**src/rtl/aes_sha_host_if.sv**
```systemverilog
// aes_sha_host_if
//   Host-side wrapper around the AES/SHA3 Top byte-serial port. A host hands
//   over salt, password, message and mode in parallel. This block streams
//   them into Top one byte per cycle and gathers Top's 16-byte cipher and
//   32-byte HMAC back into parallel result registers.
//
// Ports
//   clk, rst_n        clock, synchronous active-low reset
//   i_req             start a transaction (looked at only while idle)
//   i_mode            mode bit, latched when the request is accepted
//   i_salt/i_pw/i_msg parallel operands, most significant byte goes first
//   o_busy            high from accept until the result (or abort)
//   o_done / o_err    one-cycle pulses: results valid / wait timed out
//   o_cipher, o_hmac  captured results, first received byte in [7:0]
//   o_top_*           byte stream toward Top (data, start, mode)
//   i_top_*           byte stream from Top (data, valid, ien)
//   o_dbg_state       current FSM state, for observation only
//
// Top stream protocol (the only handshake in this block):
//   Outbound, a byte is transferred on every rising clock edge while
//   o_top_start is high. There is no back-pressure, so bursts are gap-free.
//   Top lowers i_top_ien once it has absorbed the key. A 1->0 transition of
//   i_top_ien releases the message burst.
//   Inbound, the first cycle with i_top_valid high starts the 16 cipher
//   bytes. After that the bytes are taken by count, without rechecking
//   valid. The HMAC begins on the next 0->1 transition of i_top_valid, and
//   its 32 bytes are also taken by count.
//   Each wait for Top is bounded by TIMEOUT cycles.

module aes_sha_host_if #(
  parameter int PW_LEN  = 15,
  parameter int TIMEOUT = 10000
) (
  input  logic                clk,
  input  logic                rst_n,
  input  logic                i_req,
  input  logic                i_mode,
  input  logic [127:0]        i_salt,
  input  logic [PW_LEN*8-1:0] i_pw,
  input  logic [127:0]        i_msg,
  output logic                o_busy,
  output logic                o_done,
  output logic                o_err,
  output logic [127:0]        o_cipher,
  output logic [255:0]        o_hmac,
  output logic [7:0]          o_top_data,
  output logic                o_top_start,
  output logic                o_top_mode,
  input  logic [7:0]          i_top_data,
  input  logic                i_top_valid,
  input  logic                i_top_ien,
  output logic [3:0]          o_dbg_state
);

  localparam int          KW      = 128 + PW_LEN * 8;
  localparam logic [5:0]  KEY_LEN = 6'(16 + PW_LEN);
  localparam logic [13:0] TO_LAST = 14'(TIMEOUT - 1);

  typedef enum logic [3:0] {
    S_IDLE        = 4'd0,
    S_SEND_KEY    = 4'd1,
    S_WAIT_KEY    = 4'd2,
    S_SEND_MSG    = 4'd3,
    S_WAIT_CIPHER = 4'd4,
    S_RECV_CIPHER = 4'd5,
    S_WAIT_HMAC   = 4'd6,
    S_RECV_HMAC   = 4'd7,
    S_DONE        = 4'd8
  } state_e;

  state_e         state_q, state_d;
  logic [5:0]     cnt_q, cnt_d;
  logic [13:0]    wcnt_q, wcnt_d;
  logic [KW-1:0]  key_q, key_d;    // salt then password, shifted out MS-first
  logic [127:0]   msg_q, msg_d;
  logic           ien_q, valid_q;
  logic           busy_q, busy_d;
  logic           done_q, done_d;
  logic           err_q, err_d;
  logic           mode_q, mode_d;
  logic           start_q, start_d;
  logic [7:0]     data_q, data_d;
  logic [127:0]   cipher_q, cipher_d;
  logic [255:0]   hmac_q, hmac_d;

  always_ff @(posedge clk) begin
    if (!rst_n) begin
      state_q  <= S_IDLE;
      cnt_q    <= '0;
      wcnt_q   <= '0;
      key_q    <= '0;
      msg_q    <= '0;
      ien_q    <= 1'b0;
      valid_q  <= 1'b0;
      busy_q   <= 1'b0;
      done_q   <= 1'b0;
      err_q    <= 1'b0;
      mode_q   <= 1'b0;
      start_q  <= 1'b0;
      data_q   <= '0;
      cipher_q <= '0;
      hmac_q   <= '0;
    end else begin
      state_q  <= state_d;
      cnt_q    <= cnt_d;
      wcnt_q   <= wcnt_d;
      key_q    <= key_d;
      msg_q    <= msg_d;
      ien_q    <= i_top_ien;
      valid_q  <= i_top_valid;
      busy_q   <= busy_d;
      done_q   <= done_d;
      err_q    <= err_d;
      mode_q   <= mode_d;
      start_q  <= start_d;
      data_q   <= data_d;
      cipher_q <= cipher_d;
      hmac_q   <= hmac_d;
    end
  end

  always_comb begin
    state_d  = state_q;
    cnt_d    = cnt_q;
    wcnt_d   = '0;          // the wait counter only survives inside a wait state
    key_d    = key_q;
    msg_d    = msg_q;
    busy_d   = busy_q;
    done_d   = 1'b0;
    err_d    = 1'b0;
    mode_d   = mode_q;
    start_d  = 1'b0;
    data_d   = '0;
    cipher_d = cipher_q;
    hmac_d   = hmac_q;

    unique case (state_q)
      S_IDLE: begin
        cnt_d = '0;
        if (i_req) begin
          key_d   = {i_salt, i_pw};
          msg_d   = i_msg;
          mode_d  = i_mode;
          busy_d  = 1'b1;
          state_d = S_SEND_KEY;
        end
      end

      S_SEND_KEY: begin
        if (cnt_q == KEY_LEN) begin
          cnt_d   = '0;
          state_d = S_WAIT_KEY;
        end else begin
          start_d = 1'b1;
          data_d  = key_q[KW-1 -: 8];
          key_d   = key_q << 8;
          cnt_d   = cnt_q + 6'd1;
        end
      end

      S_WAIT_KEY: begin
        if (ien_q && !i_top_ien) begin
          cnt_d   = '0;
          state_d = S_SEND_MSG;
        end else if (wcnt_q == TO_LAST) begin
          err_d   = 1'b1;
          busy_d  = 1'b0;
          mode_d  = 1'b0;
          cnt_d   = '0;
          state_d = S_IDLE;
        end else begin
          wcnt_d = wcnt_q + 14'd1;
        end
      end

      S_SEND_MSG: begin
        if (cnt_q == 6'd16) begin
          cnt_d   = '0;
          state_d = S_WAIT_CIPHER;
        end else begin
          start_d = 1'b1;
          data_d  = msg_q[127 -: 8];
          msg_d   = msg_q << 8;
          cnt_d   = cnt_q + 6'd1;
        end
      end

      S_WAIT_CIPHER: begin
        if (i_top_valid) begin
          cipher_d[7:0] = i_top_data;
          cnt_d         = '0;
          state_d       = S_RECV_CIPHER;
        end else if (wcnt_q == TO_LAST) begin
          err_d   = 1'b1;
          busy_d  = 1'b0;
          mode_d  = 1'b0;
          cnt_d   = '0;
          state_d = S_IDLE;
        end else begin
          wcnt_d = wcnt_q + 14'd1;
        end
      end

      // Byte 0 came in with the wait state, so cnt_q here counts from byte 1.
      S_RECV_CIPHER: begin
        cipher_d[{cnt_q[3:0] + 4'd1, 3'b000} +: 8] = i_top_data;
        if (cnt_q == 6'd14) begin
          cnt_d   = '0;
          state_d = S_WAIT_HMAC;
        end else begin
          cnt_d = cnt_q + 6'd1;
        end
      end

      S_WAIT_HMAC: begin
        if (!valid_q && i_top_valid) begin
          hmac_d[7:0] = i_top_data;
          cnt_d       = '0;
          state_d     = S_RECV_HMAC;
        end else if (wcnt_q == TO_LAST) begin
          err_d   = 1'b1;
          busy_d  = 1'b0;
          mode_d  = 1'b0;
          cnt_d   = '0;
          state_d = S_IDLE;
        end else begin
          wcnt_d = wcnt_q + 14'd1;
        end
      end

      S_RECV_HMAC: begin
        hmac_d[{cnt_q[4:0] + 5'd1, 3'b000} +: 8] = i_top_data;
        if (cnt_q == 6'd30) begin
          cnt_d   = '0;
          state_d = S_DONE;
        end else begin
          cnt_d = cnt_q + 6'd1;
        end
      end

      S_DONE: begin
        done_d  = 1'b1;
        busy_d  = 1'b0;
        mode_d  = 1'b0;
        cnt_d   = '0;
        state_d = S_IDLE;
      end

      default: begin
        cnt_d   = '0;
        state_d = S_IDLE;
      end
    endcase
  end

  assign o_busy      = busy_q;
  assign o_done      = done_q;
  assign o_err       = err_q;
  assign o_cipher    = cipher_q;
  assign o_hmac      = hmac_q;
  assign o_top_data  = data_q;
  assign o_top_start = start_q;
  assign o_top_mode  = mode_q;
  assign o_dbg_state = state_q;

endmodule

```
**config.mk**
```make
export PLATFORM = sky130hd
export DESIGN_NAME = aes_sha_host_if
export DESIGN_NICKNAME = d
export VERILOG_FILES = /design/src/rtl/aes_sha_host_if.sv
export SDC_FILE = /design/constraint.sdc
export NUM_CORES = 2
export LEC_CHECK = 0
export BUFFER_PORTS_ARGS = -buffer_cell sky130_fd_sc_hd__buf_2
export CAP_MARGIN = 15
export CORE_AREA = 2 2 305 307
export CTS_CLUSTER_SIZE = 12
export DETAILED_ROUTE_END_ITERATION = 12
export DIE_AREA = 0 0 307 309
export PLACE_DENSITY = 0.6
export SLEW_MARGIN = 25
export SYNTH_ARGS = -nofsm -noshare
export SYNTH_HDL_FRONTEND = slang
export SYNTH_SLANG_ARGS = --single-unit
```
**constraint.sdc**
```tcl
create_clock -name clk -period 5.1 [get_ports clk]
set_input_delay 0.765 -clock clk [delete_from_list [all_inputs] [get_ports clk]]
set_output_delay 0.765 -clock clk [all_outputs]
set_load 0.03 [all_outputs]
```
======== Word level (Yosys, flattened, before mapping) ========
Index checks and enable logic that the tools add are counted.
word-level totals
  output and inout port bits .............. 401
  flip-flop bits (word level) ............. 799
  bits of input ports ..................... 390
cells by class
  shift-type cells ........................ 4
  equal/unequal tests ..................... 25
  reduce and logical (&&, ||, !) cells .... 16
  mux-type cells .......................... 60
  add/subtract/negate cells ............... 6
operator list
  kind                                                                      count
  248-bit 2-to-1 mux                                                        2
  248-bit case mux with 2 select lines                                      1
  256-bit bitwise mux                                                       1
  128-bit 2-to-1 mux                                                        2
  128-bit case mux with 2 select lines                                      1
  8-bit by 10-bit variable shift with 256-bit output, first input constant  1
  8-bit by 10-bit variable part select with 256-bit output                  1
  128-bit bitwise mux                                                       1
  8-bit by 9-bit variable shift with 128-bit output, first input constant   1
  8-bit by 9-bit variable part select with 128-bit output                   1
  14-bit 2-to-1 mux                                                         4
  6-bit 2-to-1 mux                                                          8
  8-bit case mux with 2 select lines                                        3
  14-bit case mux with 3 select lines                                       1
  6-bit case mux with 7 select lines                                        1
  4-bit 2-to-1 mux                                                          9
  8-bit 2-to-1 mux                                                          4
  4-bit case mux with 8 select lines                                        1
  2-bit inequality test, second input constant                              12
  6-bit by 5-bit equality test with 1-bit output, second input constant     3
  1-bit 2-to-1 mux                                                          17
  4-bit by 3-bit equality test with 1-bit output, second input constant     4
  14-bit by 1-bit adder with 14-bit output, second input constant           1
  14-bit equality test, second input constant                               1
  20 further kinds                                                          30

======== Logic depth before layout (Yosys ltp) ========
  depth in word-level cells ............... 5
  depth in mapped cells ................... 12
  mapped depth without buffers ............ 8

======== Worst setup path after synthesis ========
OpenSTA, ideal clock, no wires.
  path kind ............................... register -> register
  from .................................... register cnt_q[0]
  to ...................................... register cipher_q[127] (netlist: o_cipher[127])
  period minus slack after synthesis ...... 2835 ps
  data arrival time ....................... 2719 ps
  slack ................................... 2265 ps
  stages on the path, launching flop included .. 11
  required time ........................... 4984 ps
  cells stage by stage .................... dfxtp_1 > buf_2 > inv_1 > ha_1 > clkbuf_1 > nand2_1 > o311a_1 > nand2_2 > buf_4 > nand3_1 > a31o_2
between the ends
  word-level cells in the longest chain between the ends .. 4
  elaborated cells between the ends (all ways) .. 5
  those cells by class .................... add/sub (2); shift (2); mux (1)
RTL lines
  element                                                                                                                              line  text
  from (decl)                                                                                                                          72    logic [5:0] cnt_q, cnt_d;
  from (signal assigned)                                                                                                               105   cnt_q <= cnt_d;
  4-bit by 1-bit adder with 4-bit output (*)                                                                                           206   cipher_d[{cnt_q[3:0] + 4'd1, 3'b000} +: 8] = i_top_data;
  7-bit negator with 9-bit output (*)                                                                                                  206
  8-bit by 9-bit variable part select with 128-bit output / 8-bit by 9-bit variable shift with 128-bit output (equally long branches)  206
  128-bit bitwise mux (*)                                                                                                              206
  to (signal assigned)                                                                                                                 117   cipher_q <= cipher_d;
  to (decl)                                                                                                                            83    logic [127:0] cipher_q, cipher_d;
Every way passes the cells marked *; elsewhere a longest branch is shown, timed or not.
A chain may end at the register's enable or synchronous reset.

======== Worst setup path in the final report ========
  from .................................... register cnt_q[0]
  to ...................................... register hmac_q[190] (netlist: o_hmac[190])
between the ends
  word-level cells in the longest chain between the ends .. 4
  elaborated cells between the ends (all ways) .. 5
  those cells by class .................... add/sub (2); shift (2); mux (1)
RTL lines
  element                                                                                                                                line  text
  5-bit by 1-bit adder with 5-bit output (*)                                                                                             232   hmac_d[{cnt_q[4:0] + 5'd1, 3'b000} +: 8] = i_top_data;
  8-bit negator with 10-bit output (*)                                                                                                   232
  8-bit by 10-bit variable part select with 256-bit output / 8-bit by 10-bit variable shift with 256-bit output (equally long branches)  232
  256-bit bitwise mux (*)                                                                                                                232
  to (signal assigned)                                                                                                                   118   hmac_q <= hmac_d;
  to (decl)                                                                                                                              84    logic [255:0] hmac_q, hmac_d;
Marks and branches as above.

==> flow_summary.json <==
{
  "crit_start": "cnt_q[0]",
  "route.antenna.remaining_nets": 0,
  "post_synth_xor_area_fraction_pct": 0.650,
  "ctsResizeCount": 0,
  "cap_violations": 0,
  "fp.coreArea_um2": 91400,
  "worstSetupStartpointType": "flop",
  "yosysWarningCount": 0,
  "rr_endpoint": "o_hmac[190]",
  "cts_hold_buf": 0,
  "synth_top_family_by_area": "simple AND/OR/NAND/NOR gates",
  "pin_count": 791,
  "reg2reg_slack_ns": 0.78,
  "first_iter_violations": 2525,
  "crit_path_end_kind": "flop",
  "period_needed_ns": 4.32,
  "synth_simple_gate_area_share_pct": 23.5,
  "ys_ff_latch": 799,
  "synth-compound-area-share_pct": 14.8,
  "clk_latency_ns": 0.66,
  "cts_tree": "built",
  "synth_area_um2": 32900,
  "r2r_cells": 8,
  "synthAdderAreaFrac_pct": 0.266,
  "ir_worst_vdd_mv": 0.456,
  "vias": 29400,
  "synthToLayoutAreaGrowth_pct": 23.7,
  "cp_cell_sequence": "inv_1 -> ha_1 -> nand2b_1 -> nor2_1 -> mux2i_2 -> nand2_2 -> nor3b_2 -> mux2i_1",
  "fmax_mhz": 231,
  "fin_ws_ns": 0.779,
  "tightest_slew_ns": 1.29,
  "viasPerCell": 5.23,
  "cts_max_level": 3,
  "fin_tns_setup_ns": 0,
  "clock_sinks": 799,
  "crit_end": "o_hmac[190]",
  "cts_root_buffer": "clkbuf_16",
  "critical-path-max-stage-delay_ns": 0.90,
  "crit_family": "simple AND/OR/NAND/NOR gates",
  "crit_cells": 8,
  "cts_setup_buffers": 0,
  "nets": 4745,
  "yosysUniqueCellTypes": 77,
  "post-dp-hpwl_mm": 81.9,
  "slew_violations": 0,
  "cp_max_fo": 24,
  "hp-start": "i_top_ien",
  "synth_async_sr_flop_share_pct": 0,
  "die_y_um": 309,
  "syn_inst": 3743,
  "rows": 111,
  "grt_max_degree": 208,
  "p_leak_uw": 0.0209,
  "drive_above_1_share_pct": 23.2,
  "io_buffer_count": 790,
  "fin_crit_sh_pct": 84.7,
  "wl_per_cell_um": 20.6,
  "die_x_um": 307,
  "synth-main-ff-cell": "dfxtp_1",
  "ys_seq_area_share_pct": 48.6,
  "synth-edff-count": 0,
  "finalHoldViolations": 0,
  "drc": 0,
  "antenna_found_initial": 40,
  "setup_violations": 0,
  "critPathKind": "reg2reg",
  "grt.total_usage_pct": 23.3,
  "grt_pass1_vias": 27600,
  "overflow": 0,
  "clkTransAtPathRegs_ns": 0.07,
  "cts_buffers": 91,
  "dieArea_um2": 94900,
  "cp_data_required_time_ns": 5.67,
  "path_buf_inv": 1,
  "utilization_pct": 44.6,
  "wl_mm": 116,
  "cpMaxStageDelayCell": "nor3b_2",
  "cellPowerDensity_nw_per_um2": 507,
  "start_util_pct": 36.0,
  "cp_data_arrival_time_ns": 4.89,
  "syn-num-nets": 4140,
  "dp_worst_setup_slack_ns": 0.817,
  "rr_startpoint": "cnt_q[0]",
  "maxSlewHeadroom_pct": 14.0,
  "clock_skew_ns": 0.0195,
  "firstDrtPassIters": 8,
  "gp_congestion": 0.836,
  "status": "complete, no violations",
  "grt_pass1_wl_mm": 171,
  "cts_buffer_depth": 3,
  "rsz0062_at_grt": "no",
  "synthMuxAreaShare_pct": 8.16,
  "syn_area_per_cell_um2": 8.79,
  "min_path_type": "in2reg"
}
[per-layer routing]
metal  global-route usage, %  vias to the layer above  share of wire, %
met4                    7.35                       36               2.8
li1                        -                    14200                 -
met5                       0                        -              0.21
met1                    28.3                    14000                41
met2                    39.1                      962                48
met3                    7.31                      232               8.1
[state kept, by name, indices dropped and copies added, names as in the netlist]
register,count
o_top_data,8
o_dbg_state,4
o_cipher,128
o_top_start,1
wcnt_q,14
cnt_q,6
msg_q,128
key_q,248
o_err,1
o_done,1
o_hmac,256
ien_q,1
o_top_mode,1
valid_q,1
o_busy,1
[worst reg2reg max path, stage by stage (launching register included)]
cell	delay [ns]
dfxtp_1	0.76
inv_1	0.25
ha_1	0.63
nand2b_1	0.33
nor2_1	0.10
mux2i_2	0.46
nand2_2	0.52
nor3b_2	0.92
mux2i_1	0.26
[where the power goes]
| part | internal (uW) | switching, uW | leakage (uW) | total, uW |
|---|---|---|---|---|
| Sequential | 7600 | 714 | 0.00652 | 8320 |
| Combinational | 2110 | 3620 | 0.0129 | 5730 |
| Clock | 3890 | 2720 | 0.00149 | 6610 |
| Total | 13600 | 7050 | 0.0209 | 20700 |
[layout by cell type, fill, tap and decap left out, types with 5 or more instances in the layout]
cell          n
a21boi_0     18
clkbuf_16    92
clkbuf_1     20
nand2_1    1056
inv_1         6
o211a_1     361
nor3_1        5
nand2b_1     11
nand3_2       8
and2_1        5
o21ai_0     111
and3_1       14
buf_12       12
or3_1         7
o211ai_1      7
xnor2_1       7
diode_2      16
nor2b_1      20
buf_2       789
clkbuf_8     25
mux2i_1     266
dfxtp_1     799
nand4_1      11
nand3_1     527
nor2_1       49
a21oi_1       9
clkinv_2     14
ha_1          7
o31ai_1       7
xor2_1        9
a22oi_1      11
buf_4        29
[through the flow]
| step | hold WS, ns | instance area [um2] | std cells | power (uW) |
|---|---|---|---|---|
| finish | 0.337 | 40700 | 5622 | 20700 |
| global route | 0.300 | 40700 | 5614 | 21900 |
| CTS | 0.288 | 40600 | 5604 | 20800 |
| detailed placement | 0.444 | 37600 | 5439 | 14100 |
| global placement | 0.429 | 37600 | 5439 | 14000 |
| floorplan | 0.413 | 32900 | 3743 | 12500 |
[kinds of logic after synthesis]
family          after synthesis
xor+xnor                     21
mux                         268
compound gates              561
simple gates               1761
buf+inv                     326
flops                       799
fa+ha+maj                     7
[synth_stat cells (all sizes together) (2+ instances only)]
master / n / area (um2)
o211a: 361 / 3610
o21a: 3 / 22.5
a31oi: 2 / 12.5
nor4b: 5 / 50.0
nor4: 5 / 76.3
ha: 7 / 87.6
buf: 72 / 358
and4: 3 / 26.3
dfxtp: 799 / 16000
mux2i: 267 / 2680
nand4: 12 / 81.3
o31ai: 7 / 52.6
xnor2: 11 / 119
o211ai: 7 / 52.6
a41oi: 2 / 25.0
a22oi: 11 / 82.6
xor2: 10 / 95.1
nand2b: 11 / 68.8
nor2b: 21 / 134
nand3: 535 / 2720
o22ai: 2 / 26.3
o221ai: 4 / 35.0
o21ai: 113 / 566
a31o: 2 / 17.5
nor2: 53 / 209
nor3: 8 / 61.3
a311oi: 3 / 26.3
and3: 14 / 87.6
or3: 7 / 43.8
a21oi: 10 / 53.8
o2111ai: 6 / 52.6
a211oi: 2 / 15.0
a21boi: 18 / 135
nand2: 1060 / 3980
inv: 6 / 22.5
clkbuf: 248 / 932
nand4b: 2 / 17.5
nor3b: 5 / 42.5
nand3b: 2 / 15.0
and2: 8 / 50.1
and4b: 2 / 20.0
or2: 6 / 37.5
[worst min-delay path by stage]
stage	end	depth (start not counted)	slack (ns)
floorplan	wcnt_q[0]	1	0.41
global placement	wcnt_q[0]	1	0.43
detailed placement	o_cipher[58]	2	0.44
CTS	ien_q	2	0.29
global route	ien_q	2	0.30
finish	ien_q	2	0.34
[area by class of cell]
type                       count  area (um2)
multi-input combinational   2618       15700
clock inverter                28         293
fill                        9165       50700
antenna                       16        40.0
tap                         1186        1480
timing repair buffer         832        4450
inverter                       6        22.5
clock buffer                 137        2720
sequential                   799       16000
(Power assumes the default switching activity.)
